`src/rtl/xt_bus_pkg.sv`:
```
// Shared definitions for the XT-style read bus and the boot-time ROM shadow copier.
// Holds bus widths, the default BIOS window and the rom_shadow state encoding.
package xt_bus_pkg;

  localparam int              ADDR_W    = 20;
  localparam logic [19:0]     BIOS_BASE = 20'hFE000;
  localparam int              BIOS_LEN  = 8192;

  typedef enum logic [2:0] {
    ST_READ  = 3'd0,
    ST_WAIT  = 3'd1,
    ST_WRITE = 3'd2,
    ST_DONE  = 3'd3,
    ST_ERR   = 3'd4
  } shadow_state_e;

  // Modulo-256 running image sum; a good image sums to zero.
  function automatic logic [7:0] csum_add(input logic [7:0] sum, input logic [7:0] data);
    return sum + data;
  endfunction

endpackage

```
`src/rtl/rom_shadow.sv`:
```
// Boot-time initiator that copies a ROM image into shadow RAM and holds the CPU until done.
// Optional image checksum check is enabled by defining ROM_SHADOW_CHECKSUM_EN.
module rom_shadow
  import xt_bus_pkg::*;
#(
  parameter logic [ADDR_W-1:0] SRC_BASE = BIOS_BASE,
  parameter logic [ADDR_W-1:0] DST_BASE = BIOS_BASE,
  parameter int                LEN      = BIOS_LEN
) (
  input  logic              iClk,
  input  logic              iRst,
  input  logic              iStart,
  output logic [ADDR_W-1:0] oAddr,
  output logic              oRd,
  input  logic              iSel,
  input  logic [7:0]        iData,
  output logic [ADDR_W-1:0] oWrAddr,
  output logic [7:0]        oWrData,
  output logic              oWr,
  input  logic              iWrReady,
  output logic              oHold,
  output logic              oDone,
  output logic              oErr
);

  localparam logic [16:0] LAST_IDX = 17'(LEN - 1);

  shadow_state_e state_r;
  logic [16:0]   count_r;
  logic [19:0]   count_ext;

`ifdef ROM_SHADOW_CHECKSUM_EN
  logic [7:0]    sum_r;
`endif

  // Count is 17 bits; addresses wrap modulo 2^20.
  assign count_ext = {3'b000, count_r};

  // Copy sequencer: one outstanding read, then a held write per byte.
  always_ff @(posedge iClk) begin
    if (iRst) begin
      state_r <= ST_READ;
      count_r <= 17'd0;
      oRd     <= 1'b0;
      oWr     <= 1'b0;
      oAddr   <= 20'h00000;
      oWrAddr <= 20'h00000;
      oWrData <= 8'h00;
      oDone   <= 1'b0;
      oErr    <= 1'b0;
      oHold   <= 1'b1;
`ifdef ROM_SHADOW_CHECKSUM_EN
      sum_r   <= 8'h00;
`endif
    end else begin
      case (state_r)
        ST_READ: begin
          oRd     <= 1'b1;
          oAddr   <= SRC_BASE + count_ext;
          state_r <= ST_WAIT;
        end
        ST_WAIT: begin
          oRd <= 1'b0;
          if (iSel) begin
            oWrData <= iData;
            oWrAddr <= DST_BASE + count_ext;
            oWr     <= 1'b1;
`ifdef ROM_SHADOW_CHECKSUM_EN
            sum_r   <= csum_add(sum_r, iData);
`endif
            state_r <= ST_WRITE;
          end else begin
            oErr    <= 1'b1;
            state_r <= ST_ERR;
          end
        end
        ST_WRITE: begin
          if (iWrReady) begin
            oWr     <= 1'b0;
            count_r <= count_r + 17'd1;
            if (count_r == LAST_IDX) begin
`ifdef ROM_SHADOW_CHECKSUM_EN
              if (sum_r != 8'h00) begin
                oErr    <= 1'b1;
                state_r <= ST_ERR;
              end else begin
                oDone   <= 1'b1;
                oHold   <= 1'b0;
                state_r <= ST_DONE;
              end
`else
              oDone   <= 1'b1;
              oHold   <= 1'b0;
              state_r <= ST_DONE;
`endif
            end else begin
              state_r <= ST_READ;
            end
          end else begin
            oWr <= 1'b1;
          end
        end
        ST_DONE, ST_ERR: begin
          oRd <= 1'b0;
          oWr <= 1'b0;
          if (iStart) begin
            oDone   <= 1'b0;
            oErr    <= 1'b0;
            oHold   <= 1'b1;
            count_r <= 17'd0;
`ifdef ROM_SHADOW_CHECKSUM_EN
            sum_r   <= 8'h00;
`endif
            state_r <= ST_READ;
          end else begin
            state_r <= state_r;
          end
        end
        default: begin
          oRd     <= 1'b0;
          oWr     <= 1'b0;
          oErr    <= 1'b1;
          oHold   <= 1'b1;
          state_r <= ST_ERR;
        end
      endcase
    end
  end

endmodule

```
`config.mk`:
```
export PLATFORM = sky130hd
export DESIGN_NAME = rom_shadow
export DESIGN_NICKNAME = d
export VERILOG_FILES = /design/src/rtl/xt_bus_pkg.sv /design/src/rtl/rom_shadow.sv
export SDC_FILE = /design/constraint.sdc
export NUM_CORES = 1
export LEC_CHECK = 0
export ABC_AREA = 0
export BUFFER_PORTS_ARGS = -buffer_cell sky130_fd_sc_hd__clkbuf_2
export CAP_MARGIN = 10
export CORE_UTILIZATION = 60
export CTS_BUF_LIST = sky130_fd_sc_hd__clkbuf_2
export DETAILED_ROUTE_END_ITERATION = 16
export GPL_TIMING_DRIVEN = 0
export PLACE_DENSITY = 0.88
export SYNTH_ARGS = -nofsm -noshare
export SYNTH_HDL_FRONTEND = slang
export SYNTH_SLANG_ARGS = --single-unit
export TNS_END_PERCENT = 30
```
`constraint.sdc`:
```
create_clock -name iClk -period 5.1 [get_ports iClk]
set_clock_uncertainty 0.2 [all_clocks]
set_input_delay 1.02 -clock iClk [delete_from_list [all_inputs] [get_ports iClk]]
set_output_delay 1.02 -clock iClk [all_outputs]
set_load 0.02 [all_outputs]
```
==> results of run 1 <==
area by class of cell:
class	instances	area (um^2)	area share
Inverter	8	30.0	0.00858
Clock buffer	10	50.0	0.0143
Timing Repair Buffer	64	320	0.0915
Sequential cell	71	1420	0.406
Buffer	29	131	0.0375
Tap cell	67	83.8	0.0239
Clock inverter	6	60.1	0.0172
Multi-Input combinational cell	251	1400	0.401
per-layer routing:
layer | GRT usage | part of all wire
met3 | 0.0528 | 0.055
met2 | 0.493 | 0.49
met4 | 0.148 | 0.016
met1 | 0.370 | 0.44
met5 | 0 | 0
final timing paths:
kind / from / endpoint / slack, ns
worst max-delay path: oWrAddr[18] / oWrAddr[19] / 2.71
worst max register to register: state_r[1] / count_r[8] / 3.05
worst min-delay path: oErr / oErr / 0.26
worst min register to register: oErr / oErr / 0.26
cell families after synthesis:
logic type	share of synthesized area
simple gates	0.254
compound gates	0.192
flops	0.476
buf+inv	0.0540
xor+xnor	0.0117
fa+ha+maj	0.0126
state kept, by name, indices dropped and copies added (netlist names):
register and flops:
oRd 1, oHold 1, oWrAddr 19, oWrData 8, count_r 17, oDone 1
oErr 1, oWr 1, state_r 3, oAddr 19
per-stage QoR:
step	util	area, um^2	total power (uW)	setup WS [ns]
after floorplan	-	2990	712	2.82
after global placement	0.713	3390	761	2.45
after detailed placement	0.713	3390	765	2.41
after CTS	0.736	3500	1070	2.70
after global routing	0.736	3500	1120	2.64
final	0.736	3500	1070	2.71
worst min-delay path, cell delays in order (launching register included):
cell                      delay, ns
sky130_fd_sc_hd__dfxtp_1       0.35
sky130_fd_sc_hd__inv_1         0.05
sky130_fd_sc_hd__a21oi_1       0.05
power by group through the flow:
stage,combinational (uW),sequential (uW),clock (uW)
after floorplan,88.5,624,0
after detailed placement,163,602,0
after global placement,159,601,0
after global routing,181,594,345
final,164,591,318
after CTS,164,591,318
cells in the final DEF (no fill, tap or decap), types with 7 or more instances in the layout:
| master | n |
|---|---|
| sky130_fd_sc_hd__o21ai_0 | 8 |
| sky130_fd_sc_hd__o31ai_1 | 8 |
| sky130_fd_sc_hd__clkbuf_1 | 18 |
| sky130_fd_sc_hd__a211oi_1 | 9 |
| sky130_fd_sc_hd__dfxtp_1 | 71 |
| sky130_fd_sc_hd__a21oi_1 | 56 |
| sky130_fd_sc_hd__nand3_1 | 7 |
| sky130_fd_sc_hd__clkbuf_2 | 75 |
| sky130_fd_sc_hd__nand2_1 | 83 |
| sky130_fd_sc_hd__inv_1 | 8 |
| sky130_fd_sc_hd__nor2_1 | 18 |
==> impl.org, run 1 <==
** Floorplan
- The floorplan has 25 rows.
- Effective utilization at floorplan :: 0.628
- Die X-Extent :: 72.6 um
- 66 I/O pins were placed.
- The floorplan step defined a core boundary enclosing 4750 um^2.
- Die area :: 5260 um^2
- The die is 72.6 um tall.

** Timing
- The total count of hold-check failures in the final report is 0.
- Fmax :: 418 MHz
- Worst hold slack :: 0.261 ns
- Slew at the pin closest to its max-slew limit :: 0.620 ns
- Final number of setup-violating endpoints :: 0
- Setup repair after global routing left no endpoint under its margin.
- Total count of max-transition violations in the final report :: 0
- In the final timing run, aggregate negative setup slack is 0 ns.
- The clock period could shrink to 2.39 ns.
- Measured against its own limit, the worst slew margin works out to 0.580.
- Final Cycle Share :: 0.469

** Worst setup path
- Traced cell by cell, the critical path runs through buf_4, clkbuf_2.
- The number of buffers and inverters on the critical path is 2.
- Among all stages on the critical path, the largest delay is contributed by sky130_fd_sc_hd__dfxtp_1.
- Crit Path Category :: flop to output pin
- The largest single stage delay on the critical path is 0.41 ns.
- Logic depth of the worst setup path including buffers :: 2
- Endpoint kind of the worst setup timing path :: output pin
- Crit path required time :: 3.88 ns
- Highest fanout seen on the critical path :: 3
- STA puts the critical path data arrival time at 1.17 ns.
- STA classifies the critical path startpoint as a flop.
- The worst register-to-register path has a depth of 5.
- Grouping stages by cell kind, the critical path spends the most delay in flip-flops.

** Drt
- Count of TritonRoute iterations in the first routing pass :: 4
- For this block, the via count after detailed routing is 2,858.
- In this run the remaining antenna-violating nets after routing total 0.
- Routed WL :: 7280 um
- Residual DRC count :: 0
- In the routed layout, each cell is associated on average with a via count of 5.65.
- DRC marker count from the first detailed-route iteration :: 189
- Average detailed-routed wire length per instance :: 14.4 um

** Placed design
- Placed Instances :: 490
- Detailed placement finished with a half-perimeter wire length of 5270 um.
- Routability-driven placement finished with a final weighted congestion of 0.918.
- Count of buffers from port buffering :: 64

** Yosys
- For this run, the leading register cell type out of synthesis is sky130_fd_sc_hd__dfxtp_1.
- Count of distinct cell types in the synthesized netlist :: 45
- Yosys attributes the largest share of cell area to sky130_fd_sc_hd__dfxtp_1 48%, sky130_fd_sc_hd__nand2_1 10%, sky130_fd_sc_hd__a21oi_1 9.4%.
- Of the post-synthesis cell area, the dominant cell type holds 0.476.
- In this run the mean area of a mapped cell was 8.32 um^2.
- Sequential share of the synthesized area :: 0.476
- FF+latch count, synth :: 71
- Cell count after synthesis :: 359
- By count the netlist is led by 83 x sky130_fd_sc_hd__nand2_1, 71 x sky130_fd_sc_hd__dfxtp_1, 56 x sky130_fd_sc_hd__a21oi_1.
- After synthesis, the share of flip-flops with an asynchronous set or reset is 0.
- Summed over all instances, the cell type with the most area after synthesis is sky130_fd_sc_hd__dfxtp_1.
- Number of enable flip-flop cells after synthesis :: 0
- Synthesis produced a netlist with a net count of 375.
- Yosys instantiated no cell more often than sky130_fd_sc_hd__nand2_1.
- For this run, the number of Yosys warnings is 0.
- Netlist area before placement :: 2990 um^2

** CTS
- # resized after CTS :: 0
- TritonCTS built the clock tree.
- In this run the deepest clock path goes through 2 buffers.
- Clock-pin slew was measured on the worst setup and hold paths at 0.19 ns.
- In this run the number of H-tree levels came out at 3.
- Buffers inserted during clock tree synthesis total 9.
- The clock reaches the later pin of the worst-skew pair after 0.50 ns.
- Clk sinks :: 71
- CTS Hold Bufs :: 0
- Buffers added to address setup during post-CTS repair amount to 0.
- Clock tree synthesis selected as its root buffer the cell sky130_fd_sc_hd__clkbuf_2.

** Power
- Power per cell area :: 307 nW/um^2
- Summed over all nets, the switching power comes to 330 uW.
- Clk network pwr share :: 0.296
- The worst-case IR drop observed on VDD is 0.228 mV.
- The share of total power dissipated in sequential elements is 0.551.
- P_leak :: 0.00140 uW
- Of the total power, the share spent switching nets is 0.308.
- The internal portion of the total power is 743 uW.
- The share of total power dissipated in combinational logic is 0.153.

** GRT
- After global routing the overflow that remains totals 0.
- The initial antenna violation count is 0.
- Pin count of the biggest net entering global routing :: 13
- In the global route stage, overall resource usage came out at 0.297.
- Vias in the first global route :: 2,602
- The first global-routing pass estimated 11,800 um of wire.

** Finish
- Filler instances :: 397
- Leaving out filler cells and counting taps, the final layout contains 506.
- In the final layout, the share of cells above drive strength 1 is 0.226.
- Antenna diodes :: 0
- Signed area change from the synthesized netlist to the final layout :: 17.2%
- For this run, the post-layout net count is 450.

** Worst hold path
- The worst hold path belongs to the class flop to flop.
- Along the worst hold path, the cell count comes to 2.

** Run
- Total of max-cap violations :: 0

** Outcome
- The run finished with clean final reports.
Note: power is estimated with default switching activity, not from simulation.
==> inputs of run 2 (changes only) <==
--- a/config.mk
+++ b/config.mk
@@ -8,11 +8,11 @@
 export ABC_AREA = 0
 export BUFFER_PORTS_ARGS = -buffer_cell sky130_fd_sc_hd__clkbuf_2
 export CAP_MARGIN = 10
-export CORE_UTILIZATION = 60
+export CORE_UTILIZATION = 56
 export CTS_BUF_LIST = sky130_fd_sc_hd__clkbuf_2
 export DETAILED_ROUTE_END_ITERATION = 16
 export GPL_TIMING_DRIVEN = 0
-export PLACE_DENSITY = 0.88
+export PLACE_DENSITY = 0.83
 export SYNTH_ARGS = -nofsm -noshare
 export SYNTH_HDL_FRONTEND = slang
 export SYNTH_SLANG_ARGS = --single-unit
==> constraint.sdc (replaced) <==
create_clock -name iClk -period 2.3 [get_ports iClk]
set_clock_uncertainty 0.2 [all_clocks]
set_input_delay 0.46 -clock iClk [delete_from_list [all_inputs] [get_ports iClk]]
set_output_delay 0.46 -clock iClk [all_outputs]
set_load 0.02 [all_outputs]
==> impl.org, run 2 (synthesis gave the netlist of run 1 again) <==
** Outcome
- Result of the run :: completed

** Placed design
- The total of buffers placed on input and output ports came to 64 (unchanged).
- The post-place setup slack was 0.211 ns (-2.20 ns).
- The post-DP HPWL was 5120 um (-2.7%).
- Gp weighted congestion :: 0.902 (-1.8%)

** Drt
- Residual DRC count :: 0 (unchanged)
- The total routed wirelength is 7570 um (+3.9%).
- The first-pass iteration count of the detailed router was 4 (unchanged).
- The residual antenna-violating net count after detailed routing came to 0 (unchanged).
- Post-detailed-route via-to-cell ratio :: 5.52 (-2.3%)
- The detail-routed net length per standard cell is 14.6 um (+1.7%).
- The DRC marker count from the first detailed-route iteration came to 231 (+22%).
- The count of vias placed by the detailed router is 2,853 (-0.17%).

** GRT
- The global-route wire length before repair is 12,000 um (+1.5%).
- The initial antenna violation count came to 0 (unchanged).
- Vias in the first global route :: 2,506 (-3.7%)
- All-layer global routing usage :: 0.287 (-0.00976)
- The pin count of the biggest net entering global routing came to 14 (+1).
- The global-route congestion overflow total came to 0 (unchanged).

** Timing
- Worst hold slack :: 0.0695 ns (-0.192 ns)
- Final number of setup-violating endpoints :: 0 (unchanged)
- The total count of hold-check failures in the final report was 0 (unchanged).
- The number of slew-limit violations in the final report was 0 (unchanged).
- The setup TNS after final layout came to 0 ns (unchanged).
- Final Cycle Share :: 0.910
- Final critical delay including setup and external delays :: 2.09 ns
- Slew at the pin closest to its max-slew limit :: 0.663 ns (+0.0430 ns)
- Setup repair after global routing left no endpoint under its margin.
- Timing would allow up to 478 MHz.
- The max-slew headroom at the worst pin was 0.551 (-0.0291).
- The final worst-path setup slack was 0.206 ns (-2.50 ns).

** Floorplan
- Effective utilization at floorplan :: 0.585 (-0.0434)
- Floorplan core area :: 5110 um^2 (+7.4%)
- Placement row count :: 26 (+4.0%)
- Die X-Extent :: 75.0 um (+3.4%)
- The die height is 75.0 um (+3.4%).
- Die area :: 5630 um^2 (+7.0%)
- Boundary Pins :: 66 (unchanged)

** Worst setup path
- The worst setup path is launched from a flop.
- The worst register-to-register path ends at count_r[13].
- Launch point of the worst reg-to-reg path :: state_r[2]
- Worst reg2reg path depth :: 6 (+1)
- Endpoint kind of the worst setup timing path :: flop
- The worst setup path is of the flop to flop kind.
- CP Data Arrival Time :: 2.34 ns (+1.17 ns)
- Register-to-register setup slack :: 0.21 ns (-2.84 ns)
- Crit path from :: state_r[2]
- Highest fanout seen on the critical path :: 10 (+7)
- The required time reported for the critical path endpoint was 2.54 ns (-1.34 ns).

** CTS
- The number of buffers inserted to repair setup after CTS was 0 (unchanged).
- Maximum root-to-sink buffer count :: 2 (unchanged)
- Worst-skew pair later-pin latency :: 0.52 ns (+0.02 ns)
- The number of clock sinks came to 71 (unchanged).
- TritonCTS clock tree :: built
- Cts bufs inserted :: 9 (unchanged)
- The maximum level of the CTS H-tree came to 3 (unchanged).
- The clock-pin slew on the worst setup and hold paths is 0.21 ns (+0.02 ns).
- The number of resized instances in the post-cts repair step was 0 (unchanged).
- CTS Hold Bufs :: 8 (+8)
- Clock tree synthesis selected as its root buffer the cell sky130_fd_sc_hd__clkbuf_2.

** Run
- Total of max-cap violations :: 0 (unchanged)

** Finish
- Antenna diodes :: 0 (unchanged)
- Leading cell types in the layout, fill and taps excluded :: 83 x sky130_fd_sc_hd__nand2_1, 74 x sky130_fd_sc_hd__clkbuf_2, 71 x sky130_fd_sc_hd__dfxtp_1
- The library cell used most frequently in the layout, excluding fill and tap cells, is sky130_fd_sc_hd__nand2_1.
- Number of nets in the final layout :: 458 (+1.8%)
- Biggest regs :: oAddr (19), oWrAddr (19), count_r (17)
- The number of inserted filler cells in the final layout is 413 (+4.0%).
- Signed area change from the synthesized netlist to the final layout :: 21.9%
- The fraction of final layout cells sized beyond drive strength 1 is 0.224 (-0.00180).

** Worst hold path
- The worst hold path begins at iWrReady.
- Hold WC Path Type :: primary input to flop
- Capture endpoint of the worst hold path :: oWr
- The hold path depth came to 3 (+1).

** Power
- P_leak :: 0.00146 uW (+4.0%)
- Max IR drop VDD :: 0.417 mV (+83%)
- The ratio of total power to cell area was 725 nW/um^2 (+140%).
-- run 2: metrics by stage --
step	power (uW)	utilization	instances	cell area (um^2)
finish	2640	0.713	517	3640
global route	2740	0.713	517	3640
CTS	2630	0.713	517	3640
detailed placement	1700	0.665	493	3390
global placement	1690	0.665	493	3390
floorplan	1580	-	359	2990
-- run 2: layer usage --
| metal | vias up | wire length, um | track usage |
|---|---|---|---|
| met3 | 20 | 487 | 0.0549 |
| met2 | 109 | 3630 | 0.452 |
| met1 | 1298 | 3310 | 0.380 |
| met5 | - | 0 | 0 |
| met4 | 0 | 144 | 0.138 |
| li1 | 1426 | - | - |
-- run 2: power by group --
group	switching [uW]	leakage (uW)	total (uW)	internal (uW)
Sequential	32.3	0.000576	1310	1280
Combinational	255	0.000788	379	124
Clock	477	0.0000925	949	472
-- run 2: area by class of cell --
cell class	count	area [um^2]	share of cell area
plain buffers	29	131	0.0361
clock buffers	9	45.0	0.0124
clock inverters	7	120	0.0330
inverters	8	30.0	0.00825
multi-input cells	251	1400	0.386
flip-flops and latches	71	1420	0.391
well taps	70	87.6	0.0241
repair buffers	72	400	0.110
-- run 2: worst max path at each step --
stage | cells past startpoint | end
finish | 6 | count_r[13]
global route | 5 | count_r[16]
CTS | 5 | count_r[9]
detailed placement | 5 | count_r[9]
global placement | 6 | count_r[12]
floorplan | 6 | count_r[12]
-- run 2: critical path, stage by stage (launching register included) --
cell                      delay, ns
sky130_fd_sc_hd__dfxtp_1       0.38
sky130_fd_sc_hd__buf_4         0.17
sky130_fd_sc_hd__and4b_1       0.25
sky130_fd_sc_hd__nor3_2        0.41
sky130_fd_sc_hd__buf_2         0.30
sky130_fd_sc_hd__o31ai_1       0.13
sky130_fd_sc_hd__a21oi_1       0.19
